--- src/rtl/wb_port_arbiter_pkg.sv ---
// Shared types and defaults for the register-file write-port arbiter.
// No logic here; constants, state encoding and the write-request record.
// Imported by the interface, the result FIFO and the arbiter top.
package wb_port_arbiter_pkg;

    localparam int DATA_W_DFLT   = 64;
    localparam int REG_W_DFLT    = 5;
    localparam int ZERO_REG_DFLT = 31;

    // NORMAL: pipeline owns the port; DRAIN: one-cycle freeze to flush a FIFO entry
    typedef enum logic {
        ST_NORMAL = 1'b0,
        ST_DRAIN  = 1'b1
    } arb_state_t;

    // One register-file write: destination index plus data
    typedef struct packed {
        logic [REG_W_DFLT-1:0]  rd;
        logic [DATA_W_DFLT-1:0] dat;
    } wr_req_t;

endpackage

--- src/rtl/wb_port_arbiter_if.sv ---
// Bundle of write-back, long-latency, register-file and hazard-query signals.
// master = pipeline/unit/hazard side, slave = the arbiter.
// lu_valid/lu_ready is a valid-ready handshake; everything else is per-cycle.
interface wb_port_arbiter_if
    import wb_port_arbiter_pkg::*;
#(
    parameter int DATA_W = DATA_W_DFLT,
    parameter int REG_W  = REG_W_DFLT
);
    logic              wb_valid;
    logic [REG_W-1:0]  wb_reg;
    logic [DATA_W-1:0] wb_data;
    logic              lu_valid;
    logic [REG_W-1:0]  lu_reg;
    logic [DATA_W-1:0] lu_data;
    logic              lu_ready;
    logic              rf_we;
    logic [REG_W-1:0]  rf_waddr;
    logic [DATA_W-1:0] rf_wdata;
    logic              pipe_stall;
    logic [REG_W-1:0]  q_reg;
    logic              q_hit;

    modport master (
        output wb_valid, wb_reg, wb_data, lu_valid, lu_reg, lu_data, q_reg,
        input  lu_ready, rf_we, rf_waddr, rf_wdata, pipe_stall, q_hit
    );

    modport slave (
        input  wb_valid, wb_reg, wb_data, lu_valid, lu_reg, lu_data, q_reg,
        output lu_ready, rf_we, rf_waddr, rf_wdata, pipe_stall, q_hit
    );
endinterface

--- src/rtl/wb_result_fifo.sv ---
// Small FIFO holding long-latency results, with a per-entry register match vector.
// Latency: an entry pushed at edge N is visible at the head in cycle N+1.
// Backpressure: full/empty exported; pushes while full and pops while empty are ignored.
module wb_result_fifo #(
    parameter int DATA_W = 64,
    parameter int REG_W  = 5,
    parameter int DEPTH  = 2
) (
    input  logic              clk,
    input  logic              rst_n,
    input  logic              push,
    input  logic [REG_W-1:0]  push_reg,
    input  logic [DATA_W-1:0] push_data,
    input  logic              pop,
    output logic [REG_W-1:0]  head_reg,
    output logic [DATA_W-1:0] head_data,
    output logic              full,
    output logic              empty,
    input  logic [REG_W-1:0]  q_reg,
    output logic [DEPTH-1:0]  match
);
    localparam int AW = $clog2(DEPTH);

    logic [REG_W-1:0]  reg_mem  [DEPTH];
    logic [DATA_W-1:0] data_mem [DEPTH];
    logic [DEPTH-1:0]  vld;
    logic [AW-1:0]     wr_ptr;
    logic [AW-1:0]     rd_ptr;
    logic              do_push;
    logic              do_pop;

    // Occupancy is tracked per slot, so full/empty fall out of the valid bits
    assign full      = &vld;
    assign empty     = ~|vld;
    assign do_push   = push && !full;
    assign do_pop    = pop && !empty;
    assign head_reg  = reg_mem[rd_ptr];
    assign head_data = data_mem[rd_ptr];

    // Pointer and slot-valid bookkeeping; depth is a power of two so pointers wrap freely
    always_ff @(posedge clk or negedge rst_n) begin
        if (!rst_n) begin
            wr_ptr <= '0;
            rd_ptr <= '0;
            vld    <= '0;
        end else begin
            if (do_pop) begin
                rd_ptr      <= rd_ptr + AW'(1);
                vld[rd_ptr] <= 1'b0;
            end
            if (do_push) begin
                wr_ptr      <= wr_ptr + AW'(1);
                vld[wr_ptr] <= 1'b1;
            end
        end
    end

    // Payload storage needs no reset: a slot is only read once its valid bit is set
    always_ff @(posedge clk) begin
        if (do_push) begin
            reg_mem[wr_ptr]  <= push_reg;
            data_mem[wr_ptr] <= push_data;
        end
    end

    // Hazard lookup: which live slots target the queried register
    always_comb begin
        match = '0;
        for (int i = 0; i < DEPTH; i++) begin
            match[i] = vld[i] && (reg_mem[i] == q_reg);
        end
    end
endmodule

--- src/rtl/wb_port_arbiter.sv ---
// Arbitrates the single register-file write port between write-back and long-latency results.
// Latency: grant in cycle N -> rf_* in N+1; an lu result is written no earlier than N+2.
// Backpressure: lu_ready drops when the result FIFO is full; starvation forces a 1-cycle pipe_stall.
module wb_port_arbiter
    import wb_port_arbiter_pkg::*;
#(
    parameter int DATA_W     = DATA_W_DFLT,
    parameter int REG_W      = REG_W_DFLT,
    parameter int FIFO_DEPTH = 2,
    parameter int STARVE_MAX = 4,
    parameter int ZERO_REG   = ZERO_REG_DFLT
) (
    input logic             clk,
    input logic             rst_n,
    wb_port_arbiter_if.slave bus
);
    localparam int                CNT_W       = $clog2(STARVE_MAX + 1);
    localparam logic [CNT_W-1:0]  STARVE_LAST = CNT_W'(STARVE_MAX - 1);
    localparam logic [REG_W-1:0]  ZREG        = REG_W'(ZERO_REG);

    arb_state_t          state;
    arb_state_t          state_nxt;
    logic [CNT_W-1:0]    starve_cnt;
    logic [CNT_W-1:0]    starve_cnt_nxt;
    logic                wb_live;
    logic                lu_take;
    logic                fifo_push;
    logic                fifo_full;
    logic                fifo_empty;
    logic [REG_W-1:0]    head_reg;
    logic [DATA_W-1:0]   head_data;
    logic [FIFO_DEPTH-1:0] match;
    logic                grant_wb;
    logic                grant_fifo;
    logic                rf_we_q;
    logic [REG_W-1:0]    rf_waddr_q;
    logic [DATA_W-1:0]   rf_wdata_q;

    // Writes to the hard-wired zero register are dropped at the door
    assign wb_live   = bus.wb_valid && (bus.wb_reg != ZREG);
    assign lu_take   = bus.lu_valid && !fifo_full;
    assign fifo_push = lu_take && (bus.lu_reg != ZREG);

    wb_result_fifo #(
        .DATA_W (DATA_W),
        .REG_W  (REG_W),
        .DEPTH  (FIFO_DEPTH)
    ) u_fifo (
        .clk       (clk),
        .rst_n     (rst_n),
        .push      (fifo_push),
        .push_reg  (bus.lu_reg),
        .push_data (bus.lu_data),
        .pop       (grant_fifo),
        .head_reg  (head_reg),
        .head_data (head_data),
        .full      (fifo_full),
        .empty     (fifo_empty),
        .q_reg     (bus.q_reg),
        .match     (match)
    );

    // Grant selection, starvation counting and the NORMAL/DRAIN transition
    always_comb begin
        grant_wb       = 1'b0;
        grant_fifo     = 1'b0;
        state_nxt      = state;
        starve_cnt_nxt = starve_cnt;
        unique case (state)
            ST_NORMAL: begin
                if (wb_live) begin
                    grant_wb = 1'b1;
                end else if (!fifo_empty) begin
                    grant_fifo = 1'b1;
                end
                // Only a queued result losing to write-back counts as starving;
                // the FIFO cannot pop while WB wins, so it is still non-empty at DRAIN entry
                if (wb_live && !fifo_empty) begin
                    if (starve_cnt == STARVE_LAST) begin
                        state_nxt      = ST_DRAIN;
                        starve_cnt_nxt = '0;
                    end else begin
                        starve_cnt_nxt = starve_cnt + CNT_W'(1);
                    end
                end else begin
                    starve_cnt_nxt = '0;
                end
            end
            ST_DRAIN: begin
                // Pipeline is frozen and will re-present its write-back next cycle
                grant_fifo     = !fifo_empty;
                state_nxt      = ST_NORMAL;
                starve_cnt_nxt = '0;
            end
            default: begin
                state_nxt      = ST_NORMAL;
                starve_cnt_nxt = '0;
            end
        endcase
    end

    // Arbiter state register
    always_ff @(posedge clk or negedge rst_n) begin
        if (!rst_n) begin
            state      <= ST_NORMAL;
            starve_cnt <= '0;
        end else begin
            state      <= state_nxt;
            starve_cnt <= starve_cnt_nxt;
        end
    end

    // Registered write port; address/data hold when nothing is granted
    always_ff @(posedge clk or negedge rst_n) begin
        if (!rst_n) begin
            rf_we_q    <= 1'b0;
            rf_waddr_q <= '0;
            rf_wdata_q <= '0;
        end else begin
            rf_we_q <= grant_wb || grant_fifo;
            if (grant_wb) begin
                rf_waddr_q <= bus.wb_reg;
                rf_wdata_q <= bus.wb_data;
            end else if (grant_fifo) begin
                rf_waddr_q <= head_reg;
                rf_wdata_q <= head_data;
            end
        end
    end

    assign bus.lu_ready   = !fifo_full;
    assign bus.rf_we      = rf_we_q;
    assign bus.rf_waddr   = rf_waddr_q;
    assign bus.rf_wdata   = rf_wdata_q;
    assign bus.pipe_stall = (state == ST_DRAIN);
    // Pending write = queued entry or the result crossing the handshake this cycle
    assign bus.q_hit      = (bus.q_reg != ZREG) &&
                            ((|match) || (lu_take && (bus.lu_reg == bus.q_reg)));
endmodule

--- src/flat_wrapper.sv ---
// flat-port wrapper written by rule: the top's interface ports become plain ports
module wb_port_arbiter_flat import wb_port_arbiter_pkg::*;
#(
    parameter int DATA_W     = DATA_W_DFLT,
    parameter int REG_W      = REG_W_DFLT,
    parameter int FIFO_DEPTH = 2,
    parameter int STARVE_MAX = 4,
    parameter int ZERO_REG   = ZERO_REG_DFLT
)
  (clk, rst_n, bus_wb_valid, bus_wb_reg, bus_wb_data, bus_lu_valid, bus_lu_reg, bus_lu_data, bus_q_reg, bus_lu_ready, bus_rf_we, bus_rf_waddr, bus_rf_wdata, bus_pipe_stall, bus_q_hit);
  wb_port_arbiter_if #(.DATA_W(DATA_W), .REG_W(REG_W)) bus_i ();
  input logic clk;
  input logic rst_n;
  input wire logic [$bits(bus_i.wb_valid)-1:0] bus_wb_valid;
  input wire logic [$bits(bus_i.wb_reg)-1:0] bus_wb_reg;
  input wire logic [$bits(bus_i.wb_data)-1:0] bus_wb_data;
  input wire logic [$bits(bus_i.lu_valid)-1:0] bus_lu_valid;
  input wire logic [$bits(bus_i.lu_reg)-1:0] bus_lu_reg;
  input wire logic [$bits(bus_i.lu_data)-1:0] bus_lu_data;
  input wire logic [$bits(bus_i.q_reg)-1:0] bus_q_reg;
  output wire logic [$bits(bus_i.lu_ready)-1:0] bus_lu_ready;
  output wire logic [$bits(bus_i.rf_we)-1:0] bus_rf_we;
  output wire logic [$bits(bus_i.rf_waddr)-1:0] bus_rf_waddr;
  output wire logic [$bits(bus_i.rf_wdata)-1:0] bus_rf_wdata;
  output wire logic [$bits(bus_i.pipe_stall)-1:0] bus_pipe_stall;
  output wire logic [$bits(bus_i.q_hit)-1:0] bus_q_hit;
  assign bus_i.wb_valid = bus_wb_valid;
  assign bus_i.wb_reg = bus_wb_reg;
  assign bus_i.wb_data = bus_wb_data;
  assign bus_i.lu_valid = bus_lu_valid;
  assign bus_i.lu_reg = bus_lu_reg;
  assign bus_i.lu_data = bus_lu_data;
  assign bus_i.q_reg = bus_q_reg;
  assign bus_lu_ready = bus_i.lu_ready;
  assign bus_rf_we = bus_i.rf_we;
  assign bus_rf_waddr = bus_i.rf_waddr;
  assign bus_rf_wdata = bus_i.rf_wdata;
  assign bus_pipe_stall = bus_i.pipe_stall;
  assign bus_q_hit = bus_i.q_hit;
  wb_port_arbiter #(.DATA_W(DATA_W), .REG_W(REG_W), .FIFO_DEPTH(FIFO_DEPTH), .STARVE_MAX(STARVE_MAX), .ZERO_REG(ZERO_REG)) u_core (.clk(clk), .rst_n(rst_n), .bus(bus_i));
endmodule
--- config.mk ---
export PLATFORM = sky130hd
export DESIGN_NAME = wb_port_arbiter_flat
export DESIGN_NICKNAME = d
export VERILOG_FILES = /design/src/rtl/wb_port_arbiter_pkg.sv /design/src/rtl/wb_port_arbiter_if.sv /design/src/rtl/wb_result_fifo.sv /design/src/rtl/wb_port_arbiter.sv /design/src/flat_wrapper.sv
export SDC_FILE = /design/constraint.sdc
export NUM_CORES = 1
export LEC_CHECK = 0
export ABC_AREA = 0
export CAP_MARGIN = 40
export CORE_ASPECT_RATIO = 1.4
export CORE_UTILIZATION = 40
export DETAILED_ROUTE_END_ITERATION = 10
export GPL_ROUTABILITY_DRIVEN = 1
export HOLD_SLACK_MARGIN = 0.12
export PLACE_DENSITY = 0.7
export SLEW_MARGIN = 20
export SYNTH_ARGS = -nofsm -noshare
export SYNTH_HDL_FRONTEND = slang
export SYNTH_SLANG_ARGS = --single-unit
--- constraint.sdc ---
create_clock -name clk -period 4.6 [get_ports clk]
set_input_delay 0.69 -clock clk [delete_from_list [all_inputs] [get_ports clk]]
set_output_delay 0.69 -clock clk [all_outputs]
set_load 0.05 [all_outputs]
; Word-level counts from Yosys, hierarchy flattened
; Memories as Yosys holds them, arrays and structs flattened.
; Index checks and enable logic that the tools add are counted.
[totals]
regBits = 78
latch_bits = 0
ram_bits = 138
rom_bits = 0
in_bits = 147
elab_cells = 70
mem_count = 2
[memory_table]
columns = memory, words, word_bits, read_ports, rd_clocked_by_memory_dff, write_ports, line
row1 = u_core.u_fifo.data_mem, 2, 64, 1, 0, 1, wb_result_fifo.sv:25  ; logic [DATA_W-1:0] data_mem [DEPTH];
row2 = u_core.u_fifo.reg_mem, 2, 5, 3, 0, 1, wb_result_fifo.sv:24  ; logic [REG_W-1:0] reg_mem [DEPTH];
[classes]
n_addsub = 3
n_mul = 0
div = 0
order_cmp = 4
eq_ne = 7
shifts = 0
muxes = 23
n_bitwise = 4
reduce_logical = 19
[ops]
columns = operator, count
row1 = $mux 64, 2
row2 = $eq 5x5->1, 3
row3 = $ne 5x5->1 const B, 3
row4 = $logic_and 1x1->1, 12
row5 = $mux 1, 10
row6 = $mux 5, 2
row7 = $mux 3, 2
row8 = $pmux 3 s2, 1
row9 = $lt 1x2->1 const B, 2
row10 = $mux 2, 2
row11 = $pmux 1 s2, 2
row12 = $reduce_or 2->1, 2
row13 = $add 3x1->3 const B, 1
row14 = $eq 3x2->1 const B, 1
row15 = $add 1x1->1 const B, 2
row16 = $and 2x2->2, 1
row17 = $demux 1 s1, 2
row18 = $ge 1x1->1 const B, 2
row19 = $logic_or 1x1->1, 2
row20 = $not 2->2, 1
row21 = $or 2x2->2, 1
row22 = $reduce_and 2->1, 1
row23 = $reduce_bool 2->1, 1
row24 = $logic_not 1->1, 1
row25 = $not 1->1, 1

; Logic depth before layout (Yosys ltp)
; Gate-level depths: netlist of the first run.
[logic_depth]
ltp_word = 9
mapped_depth = 6

; Cells and area by module
; Synthesis of the first run repeated with hierarchy kept, for this count alone.
[unflattened]
hier_cells = 504
hier_area_um2 = 9542.9
[by_module_without_submodules]
columns = module, n_inst, cells_per_inst, area_per_inst_um2
row1 = wb_result_fifo, 1, 247, 5609.1
row2 = wb_port_arbiter, 1, 257, 3933.8

; Least setup slack after synthesis of the first run
; OpenSTA, ideal clock, no wires.
[synth_timing]
path_kind = reg2reg
startpoint = register u_core.u_fifo.vld[0]
endpoint = memory u_core.u_fifo.data_mem[0][0] (enable)
arrival_ps = 4136
path_slack_ps = -42
path_stages_with_launch = 4
path_buffers = 0
synth_period_minus_slack_ps = 4642
cell_sequence = dfrtp_1 > nand2_1 > o211a_1 > nor2b_1
[synth_via]
elab_chain_cells = 7
[synth_lines]
columns = item, line
row1 = start: declaration, wb_result_fifo.sv:26  ; logic [DEPTH-1:0] vld;
row2 = start signal: assignment, wb_result_fifo.sv:45  ; vld <= '0;
row3 = start signal: indexed assignment, wb_result_fifo.sv:49  ; vld[rd_ptr] <= 1'b0;
row4 = start signal: indexed assignment, wb_result_fifo.sv:53  ; vld[wr_ptr] <= 1'b1;
row5 = $reduce_and 2->1 *, wb_result_fifo.sv:33  ; assign full = &vld;
row6 = $logic_not 1->1 *, --
row7 = via bus_lu_ready, flat_wrapper.sv:21  ; output wire logic [$bits(bus_i.lu_ready)-1:0] bus_lu_ready;
row8 = $logic_and 1x1->1, wb_port_arbiter.sv:41  ; assign lu_take = bus.lu_valid && !fifo_full;
row9 = $logic_and 1x1->1, wb_port_arbiter.sv:42  ; assign fifo_push = lu_take && (bus.lu_reg != ZREG);
row10 = $logic_and 1x1->1 *, wb_result_fifo.sv:35  ; assign do_push = push && !full;
row11 = $mux 1 *, wb_result_fifo.sv:60  ; if (do_push) begin
row12 = $mux 1 (implied by the code) *, wb_result_fifo.sv:62  ; data_mem[wr_ptr] <= push_data;
row13 = end: declaration, wb_result_fifo.sv:25
; Mark *: on every way through the listed nets, which the timed path passes. The rest lies on a longest branch.

; Worst setup path in the final report of the first run
[layout_timing]
startpoint = input port bus_q_reg[2]
endpoint = output port bus_q_hit
[layout_via]
elab_chain_cells = 5
word_cells_on_any_way = 10
classes_between = eq/ne (4) / reduce/logical (6)
[layout_lines]
columns = item, line
row1 = start: declaration, flat_wrapper.sv:20  ; input wire logic [$bits(bus_i.q_reg)-1:0] bus_q_reg;
row2 = $eq 5x5->1, wb_result_fifo.sv:70  ; match[i] = vld[i] && (reg_mem[i] == q_reg);
row3 = $logic_and 1x1->1, wb_result_fifo.sv:70
row4 = $reduce_or 2->1, wb_port_arbiter.sv:138  ; ((|match) || (lu_take && (bus.lu_reg == bus.q_reg)));
row5 = $logic_or 1x1->1, wb_port_arbiter.sv:138
row6 = $logic_and 1x1->1 *, wb_port_arbiter.sv:137  ; assign bus.q_hit = (bus.q_reg != ZREG) &&
row7 = end: declaration, flat_wrapper.sv:26  ; output wire logic [$bits(bus_i.q_hit)-1:0] bus_q_hit;
; Every way passes the cells marked *; elsewhere a longest branch is shown, timed or not.

==> flow_metrics.env, run 1 <==
export IMPL_outcome="finished clean"
export IMPL_ys_warnings_count=0
export IMPL_areaGrowthSynthToFinish_pct=36.4
export IMPL_core_um2=21100
export IMPL_peakVddDrop_mv=0.388
export IMPL_met1_usage=0.187
export IMPL_postCtsHoldBufs=0
export IMPL_grt_overflow_total=0
export IMPL_place_inst=1100
export IMPL_p_total_w=0.00741
export IMPL_clock_latency_ns=0.49
export IMPL_synth_top_area_cell="edfxtp_1"
export IMPL_p_leak_nw=4.53
export IMPL_grt_usage=0.171
export IMPL_finalSetupViolations=0
export IMPL_tightest_slew_ns=0.692
export IMPL_place_area_um2=11000
export IMPL_relSlewSlack=0.538
export IMPL_path_class="input port to primary output"
export IMPL_min_period_ns=3.52
export IMPL_hold_viol=0
export IMPL_path_delay_family="buffers and inverters"
export IMPL_synth_edf_count=138
export IMPL_syn_area_um2=8580
export IMPL_vias=5622
export IMPL_startpoint_type="input port"
export IMPL_crit_chain="clkdlybuf4s50_1 -> xor2_1 -> nor4_1 -> nand3_1 -> a21oi_1 -> clkdlybuf4s50_1"
export IMPL_reg2reg_from="u_core.u_fifo.vld[0]$_DFF_PN0_"
export IMPL_busiest_layer="met2"
export IMPL_max_stage_delay_ns=0.82
export IMPL_synth_avg_cell_area_um2=13.2
export IMPL_fmax_mhz=284
export IMPL_start_util=0.406
export IMPL_finalNonFillerCells=1139
export IMPL_wl_per_cell_um=16.3
export IMPL_grt_use_met3=0.0344
export IMPL_cp_max_fo=4
export IMPL_yosys_register_bits=216
export IMPL_cts_resized_gates=0
export IMPL_syn_inst=650
export IMPL_postRouteAntennaNets=0
export IMPL_dp_hpwl_mm=12.6
export IMPL_firstDrtPassIters=4
export IMPL_io_pins=220
export IMPL_synth_common_cells="138 x edfxtp_1, 78 x dfrtp_1, 72 x nand2_1, 72 x nor2_1"
export IMPL_cp_slowest_cell="clkdlybuf4s50_1"
export IMPL_port_buffer_count=219
export IMPL_hold_path_class="input port to async pin"
export IMPL_syn_num_nets=798
export IMPL_dieArea_um2=22100
export IMPL_numCtsBuffers=21
export IMPL_grt_antenna_before_repair=1
export IMPL_crit_top_cell="clkdlybuf4s50_1"
export IMPL_grt_pass1_wl_mm=29.7
export IMPL_cts_num_sinks=216
export IMPL_cts_path_max_buffers=3
export IMPL_clkSlewWorstSetupHoldPaths_ns=0.06
export IMPL_async_flop_share=0.361
export IMPL_synthFlopType="edfxtp_1"
export IMPL_arrival_ns=2.83
export IMPL_yosys_area_top_type_share=0.483
export IMPL_fin_crit_sh=0.765
export IMPL_seq_area_frac_synth=0.710
export IMPL_root_buffer="clkbuf_16"
export IMPL_first_global_vias=5744
export IMPL_yosysMostFrequentCell="edfxtp_1"
export IMPL_finalSetupTns_ns=0
export IMPL_required_ns=3.91
export IMPL_max_cap_violations=0
export IMPL_r2r_slack_ns=2.37
export IMPL_rows=63
export IMPL_htree_levels=1
export IMPL_use_met2=0.322
export IMPL_layout_nets=1011
export IMPL_drc=0
export IMPL_synth_area_leaders="edfxtp_1 48%, dfrtp_1 23%, mux2i_1 8.0%, a21oi_1 4.1%, o21ai_0 4.1%"
export IMPL_drv_slew=0
export IMPL_skew_ns=0.0170
export IMPL_rsz0062_at_grt="false"
export IMPL_die_w_um=126
export IMPL_power_density_nw_per_um2=633
export IMPL_cp_num_buf_inv=2
export IMPL_routed_wl_mm=18.6
export IMPL_drive_gt1_frac=0.0535
export IMPL_fillers=1815
export IMPL_die_height_um=175
export IMPL_gp_congestion=0.856
export IMPL_grt_max_degree=93
export IMPL_ys_types=31
export IMPL_startpoint="bus_q_reg[2]"
export IMPL_drt_iter0_drc=243
export IMPL_vias_per_cell=4.94
export IMPL_crit_path_end_kind="primary output"
export IMPL_fin_area_um2=11700
export IMPL_cts_tree="built"
export IMPL_postCtsSetupRepairBufs=0
layout make-up:
type / instances / area, um^2 / share of cell area
antenna: 1 / 2.50 / 0.000214
clock buffer: 29 / 586 / 0.0500
clock inverter: 9 / 75.1 / 0.00641
inverter: 1 / 3.75 / 0.000321
multi-input combinational: 395 / 2290 / 0.196
sequential: 216 / 6100 / 0.521
tap: 260 / 325 / 0.0278
timing repair buffer: 228 / 2330 / 0.199
layout by cell type (no fill, tap or decap), drive strengths merged, types with 4 or more instances in the layout:
cell type / n
a21oi: 70
and3: 4
buf: 10
clkbuf: 29
clkdlybuf4s50: 218
clkinv: 6
dfrtp: 78
edfxtp: 138
mux2i: 69
nand2: 73
nor2: 72
o21ai: 70
xor2: 14
routing by layer:
layer / up-vias / wire (um)
met1: 2681 / 6780
met5: - / 0
met3: 26 / 1020
met2: 158 / 10200
met4: 0 / 565
li1: 2757 / -
state kept, by name, indices dropped and copies added, names as in the netlist:
| name | count |
|---|---|
| u_core.u_fifo.data_mem | 128 |
| u_core.bus.rf_wdata | 64 |
| u_core.u_fifo.reg_mem | 10 |
| u_core.bus.rf_waddr | 5 |
| u_core.starve_cnt | 3 |
| u_core.u_fifo.vld | 2 |
| u_core.bus.pipe_stall | 1 |
| u_core.bus.rf_we | 1 |
| u_core.u_fifo.rd_ptr | 1 |
| u_core.u_fifo.wr_ptr | 1 |
report_power, final:
part           total, W  switching (W)  internal [W]
Clock           0.00165       0.000698      0.000948
Combinational   0.00286        0.00181       0.00105
Sequential      0.00291       0.000277       0.00264
Total           0.00741        0.00278       0.00463
kinds of logic after synthesis:
group	Yosys count	synth area share
buffers and inverters	39	0.0251
adder cells (fa/ha/maj)	1	0.00146
AO/OA/AOI/OAI	144	0.0878
multiplexers	69	0.0805
AND/OR/NAND/NOR	164	0.0777
flip-flops	216	0.710
XOR/XNOR	17	0.0173
through the flow:
step                hold slack, ns   util  worst slack [ns]
detailed placement           0.445  0.523              1.09
floorplan                    0.394      -              1.29
global route                 0.222  0.554             0.982
CTS                          0.203  0.554              1.09
global placement             0.434  0.520              1.11
finish                       0.190  0.554              1.08
final timing paths:
kind,depth (start not counted),to
hold reg to reg,1,u_core.starve_cnt[0]$_DFF_PN0_
min in group clk,1,u_core.starve_cnt[0]$_DFF_PN0_
hold / removal,1,u_core.bus.rf_wdata[8]$_DFFE_PN0P_
setup reg to reg,4,u_core.u_fifo.data_mem[0][16]$_DFFE_PP_
max in group asynchronous,2,u_core.bus.rf_wdata[25]$_DFFE_PN0P_
setup / recovery,6,bus_q_hit
Note: power is estimated with default switching activity, not from simulation.
==> run 2, diff against run 1 <==
==> constraint.sdc (replaced) <==
create_clock -name clk -period 2.95 [get_ports clk]
set_input_delay 0.4425 -clock clk [delete_from_list [all_inputs] [get_ports clk]]
set_output_delay 0.4425 -clock clk [all_outputs]
set_load 0.05 [all_outputs]
==> run 2 against run 1 <==
Sequential power grew 56%. Non-clock buffer count grew 4. Global-route usage rose by 0.33 points. Cell area up 0.22%. Clock-buffer cell count down 2. Register-to-register slack got worse by 1.3 ns. Worst setup slack worse by 0.60 ns. Sequential share of layout area down 0.12 points. Sequential cell count unchanged. Critical endpoint unchanged. Largest cell class unchanged.
==> flow_metrics.env, run 2 (synthesis results as in run 1) <==
export IMPL_outcome="finished clean"
export IMPL_fmax_mhz=405
export IMPL_first_global_vias=5683
export IMPL_startpoint="bus_q_reg[4]"
export IMPL_skew_ns=0.0114
export IMPL_cts_tree="built"
export IMPL_hold_path_class="flip-flop to flip-flop"
export IMPL_top_register="u_core.u_fifo.data_mem"
export IMPL_htree_levels=1
export IMPL_multiInputGateArea_um2=2290
export IMPL_hold_viol=0
export IMPL_largest_reg_flops=128
export IMPL_io_pins=220
export IMPL_port_buffer_count=219
export IMPL_start_util=0.406
export IMPL_cts_num_sinks=216
export IMPL_grt_overflow_total=0
export IMPL_peakVddDrop_mv=0.498
export IMPL_dp_hpwl_mm=12.8
export IMPL_crit_path_end_kind="primary output"
export IMPL_required_ns=2.51
export IMPL_holdWs_ns=0.456
export IMPL_cts_resized_gates=0
export IMPL_arrival_ns=2.03
export IMPL_rsz0062_at_grt="false"
export IMPL_fin_crit_sh=0.838
export IMPL_path_class="input port to primary output"
export IMPL_p_total_w=0.0115
export IMPL_postRouteAntennaNets=0
export IMPL_postCtsSetupRepairBufs=0
export IMPL_layout_nets=1015
export IMPL_die_w_um=126
export IMPL_grt_max_degree=94
export IMPL_rows=63
export IMPL_fillers=1753
export IMPL_vias=5680
export IMPL_numCtsBuffers=21
export IMPL_postCtsHoldBufs=1
export IMPL_place_inst=1103
export IMPL_relSlewSlack=0.521
export IMPL_grt_pass1_wl_mm=30.2
export IMPL_startpoint_type="input port"
export IMPL_max_cap_violations=0
export IMPL_dieArea_um2=22100
export IMPL_firstDrtPassIters=6
export IMPL_root_buffer="clkbuf_16"
export IMPL_clock_latency_ns=0.49
export IMPL_die_height_um=175
export IMPL_core_um2=21100
export IMPL_mostFrequentLayoutCell="clkdlybuf4s50_1"
export IMPL_layout_common_cells="217 x clkdlybuf4s50_1, 138 x edfxtp_1, 77 x dfrtp_1"
export IMPL_drt_iter0_drc=300
export IMPL_gp_congestion=0.875
export IMPL_drive_gt1_frac=0.0556
export IMPL_min_period_ns=2.47
export IMPL_cts_path_max_buffers=3
export IMPL_clkSlewWorstSetupHoldPaths_ns=0.07
export IMPL_finalSetupViolations=0
export IMPL_vias_per_cell=4.97
export IMPL_reg2reg_from="u_core.u_fifo.vld[0]$_DFF_PN0_"
export IMPL_finalSetupTns_ns=0
export IMPL_finalNonFillerCells=1142
export IMPL_areaGrowthSynthToFinish_pct=36.7
export IMPL_grt_usage=0.174
export IMPL_seq_area_um2=6100
export IMPL_p_leak_nw=4.55
export IMPL_hp_start="u_core.starve_cnt[0]$_DFF_PN0_"
export IMPL_wl_per_cell_um=16.8
export IMPL_power_density_nw_per_um2=982
export IMPL_cp_max_fo=4
export IMPL_grt_antenna_before_repair=1
export IMPL_routed_wl_mm=19.2
export IMPL_drv_slew=0
export IMPL_drc=0
export IMPL_tightest_slew_ns=0.718
-- run 2: per-stage QoR --
step                      worst slack (ns)  utilization  area, um^2
after floorplan                      0.410            -        8590
after global placement               0.502        0.525       11100
after detailed placement             0.489        0.525       11100
after CTS                            0.471        0.555       11700
after global routing                 0.391        0.555       11700
final                                0.479        0.555       11700
-- run 2: critical path, cell delays in order --
cell and delay [ns]:
clkdlybuf4s50_1 0.51, xor2_1 0.20, nor4_1 0.28, a32oi_1 0.14, a21oi_1 0.27, buf_12 0.18
-- run 2: final cells by class --
cell class,instances,area share
tap,260,0.0277
antenna,1,0.000213
inverter,1,0.000320
clock buffer,27,0.0484
clock inverter,10,0.00608
multi-input combinational,395,0.195
sequential,216,0.520
timing repair buffer,232,0.202
-- run 2: worst paths after layout --
path                                                                 to  slack, ns  depth (start not counted)
worst max-delay path                                          bus_q_hit       0.48                          6
worst min-delay path                     u_core.starve_cnt[0]$_DFF_PN0_       0.46                          1
worst max register to register  u_core.u_fifo.data_mem[0][40]$_DFFE_PP_       1.12                          4
worst min register to register           u_core.starve_cnt[0]$_DFF_PN0_       0.46                          1
max in group asynchronous           u_core.bus.rf_wdata[42]$_DFFE_PN0P_       1.76                          3
min in group asynchronous            u_core.bus.rf_waddr[0]$_DFFE_PN0P_       0.55                          2
-- run 2: report_power, final --
| part | switching (W) | internal [W] | leakage [nW] |
|---|---|---|---|
| Sequential | 0.000436 | 0.00411 | 2.23 |
| Combinational | 0.00282 | 0.00164 | 2.01 |
| Clock | 0.00108 | 0.00144 | 0.314 |
-- run 2: per-layer routing --
layer,vias to the layer above,wire length [um],GRT usage
met5,-,0,0
met4,0,753,0.0778
met3,46,918,0.0289
met2,175,10100,0.320
met1,2707,7380,0.197
li1,2752,-,-
==> run 3, diff against run 2 <==
==> constraint.sdc (replaced) <==
create_clock -name clk -period 2.1 [get_ports clk]
set_input_delay 0.315 -clock clk [delete_from_list [all_inputs] [get_ports clk]]
set_output_delay 0.315 -clock clk [all_outputs]
set_load 0.05 [all_outputs]
==> run 3 against run 2 <==
The run now ends with negative setup slack left. Register-to-register slack worse by 0.69 ns. Final cell count is 1.2% higher. Sequential power is 39% higher. Hold slack worse by 0.12 ns. Via count is 0.26% lower. Clock power is 43% higher. Non-clock buffer count is 12 higher. Cell area is 1.8% higher. Clock-buffer cell count is 2 higher. Die area stayed put. Sequential share of layout area is 0.94 points lower. Largest power group is now combinational logic.
==> flow_metrics.env, run 3 (synthesis results as in run 1) <==
export IMPL_finalSetupTns_ns=-0.133
export IMPL_rows=63
export IMPL_numCtsBuffers=21
export IMPL_arrival_ns=1.92
export IMPL_mostFrequentLayoutCell="clkdlybuf4s50_1"
export IMPL_fin_area_um2=12000
export IMPL_layout_common_cells="216 x clkdlybuf4s50_1, 138 x edfxtp_1, 77 x dfrtp_1"
export IMPL_dp_hpwl_mm=13.3
export IMPL_utilization=0.566
export IMPL_setup_ws_ns=-0.133
export IMPL_start_util=0.406
export IMPL_die_w_um=126
export IMPL_cts_path_max_buffers=3
export IMPL_hold_path_class="input port to async pin"
export IMPL_violations="negative setup slack"
export IMPL_vias=5665
export IMPL_vias_per_cell=4.90
export IMPL_layout_nets=1027
export IMPL_wl_per_cell_um=16.9
export IMPL_routed_wl_mm=19.5
export IMPL_top_register="u_core.u_fifo.data_mem"
export IMPL_place_area_um2=11300
export IMPL_max_stage_delay_ns=0.43
export IMPL_p_leak_nw=4.65
export IMPL_crit_chain="xor2_1 -> nor4_1 -> nand3_1 -> a21oi_2 -> buf_12"
export IMPL_htree_levels=1
export IMPL_cts_tree="built"
export IMPL_postRouteAntennaNets=0
export IMPL_cp_max_fo=2
export IMPL_grt_antenna_before_repair=2
export IMPL_grt_max_degree=94
export IMPL_fin_crit_sh=1.06
export IMPL_firstDrtPassIters=4
export IMPL_tightest_slew_ns=0.591
export IMPL_cp_slowest_cell="edfxtp_1"
export IMPL_areaGrowthSynthToFinish_pct=39.2
export IMPL_r2r_slack_ns=0.43
export IMPL_reg2reg_from="u_core.u_fifo.vld[1]$_DFF_PN0_"
export IMPL_rsz0062_at_grt="true"
export IMPL_fillers=1777
export IMPL_endpoint="bus_q_hit"
export IMPL_outcome="complete, but fails checks"
export IMPL_power_density_nw_per_um2=1380
export IMPL_p_total_w=0.0165
export IMPL_clock_latency_ns=0.50
export IMPL_port_buffer_count=219
export IMPL_holdWs_ns=0.338
export IMPL_reg2reg_depth=4
export IMPL_dieArea_um2=22100
export IMPL_cts_num_sinks=216
export IMPL_postCtsSetupRepairBufs=0
export IMPL_startpoint_type="flip-flop"
export IMPL_skew_ns=0.00980
export IMPL_max_cap_violations=0
export IMPL_startpoint="u_core.u_fifo.reg_mem[0][0]$_DFFE_PP_"
export IMPL_grt_overflow_total=0
export IMPL_drv_slew=0
export IMPL_peakVddDrop_mv=0.846
export IMPL_path_class="flip-flop to primary output"
export IMPL_required_ns=1.78
export IMPL_largest_reg_flops=128
export IMPL_relSlewSlack=0.604
export IMPL_first_global_vias=5910
export IMPL_hold_viol=0
export IMPL_reg2reg_to="u_core.u_fifo.data_mem[0][45]$_DFFE_PP_"
export IMPL_drt_iter0_drc=255
export IMPL_die_height_um=175
export IMPL_core_um2=21100
export IMPL_drive_gt1_frac=0.0761
export IMPL_clkSlewWorstSetupHoldPaths_ns=0.06
export IMPL_gp_congestion=0.841
export IMPL_crit_path_end_kind="primary output"
export IMPL_root_buffer="clkbuf_16"
export IMPL_drc=0
export IMPL_finalSetupViolations=1
export IMPL_grt_usage=0.179
export IMPL_io_pins=220
export IMPL_fmax_mhz=448
export IMPL_min_period_ns=2.23
export IMPL_grt_pass1_wl_mm=30.8
## run 3: layout make-up
cell class / count / area (um^2) / area share
diodes: 2 / 5.00 / 0.000419
well taps: 260 / 325 / 0.0272
clock inverters: 9 / 73.8 / 0.00618
inverters: 1 / 3.75 / 0.000314
repair buffers: 244 / 2550 / 0.213
flip-flops and latches: 216 / 6100 / 0.510
multi-input cells: 395 / 2310 / 0.193
clock buffers: 29 / 586 / 0.0490
## run 3: worst min path at each step
| stage | startpoint | to | slack (ns) | cells past startpoint |
|---|---|---|---|---|
| 2_1_floorplan | rst_n | u_core.bus.pipe_stall$_DFF_PN0_ | 0.02 | 0 |
| 3_3_place_gp | rst_n | u_core.bus.rf_wdata[14]$_DFFE_PN0P_ | 0.32 | 1 |
| 3_5_place_dp | rst_n | u_core.bus.rf_wdata[19]$_DFFE_PN0P_ | 0.32 | 1 |
| 6_report | rst_n | u_core.bus.rf_wdata[19]$_DFFE_PN0P_ | 0.34 | 2 |
| 4_1_cts | rst_n | u_core.bus.rf_wdata[19]$_DFFE_PN0P_ | 0.34 | 2 |
| 5_1_grt | rst_n | u_core.bus.rf_wdata[14]$_DFFE_PN0P_ | 0.36 | 2 |
## run 3: critical path: cells and delay by family, from the launching register on
family,cells,cell delay (ns)
AND/OR/NAND/NOR,2,0.44
flip-flops,1,0.43
AO/OA/AOI/OAI,1,0.21
XOR/XNOR,1,0.19
buffers and inverters,1,0.16
## run 3: per-stage QoR
step / setup slack, ns / cells
after floorplan: -0.199 / 650
after global placement: -0.0882 / 1115
final: -0.133 / 1156
after CTS: -0.178 / 1154
after global routing: -0.201 / 1155
after detailed placement: -0.169 / 1115
## run 3: repair_timing
| action | 4_1_cts | 5_1_grt |
|---|---|---|
| hold buffers | 1 | 0 |
| endpoints found under the setup margin | 2 | 1 |
| pin swaps | 1 | 0 |
| gates resized for setup | 2 | 1 |
| endpoints found under the hold margin | 33 | 0 |
## run 3: where the power goes
part           total [W]  switching, W  internal (W)
sequential       0.00634      0.000571       0.00577
clock            0.00361       0.00154       0.00208
combinational    0.00657       0.00410       0.00247
## run 3: per-layer routing
metal  global-route usage  part of all wire  up-vias
li1                     -                 -     2784
met1                0.197              0.37     2680
met2                0.330              0.54      149
met3               0.0295             0.048       52
met4               0.0944             0.047        0
met5                    0                 0        -
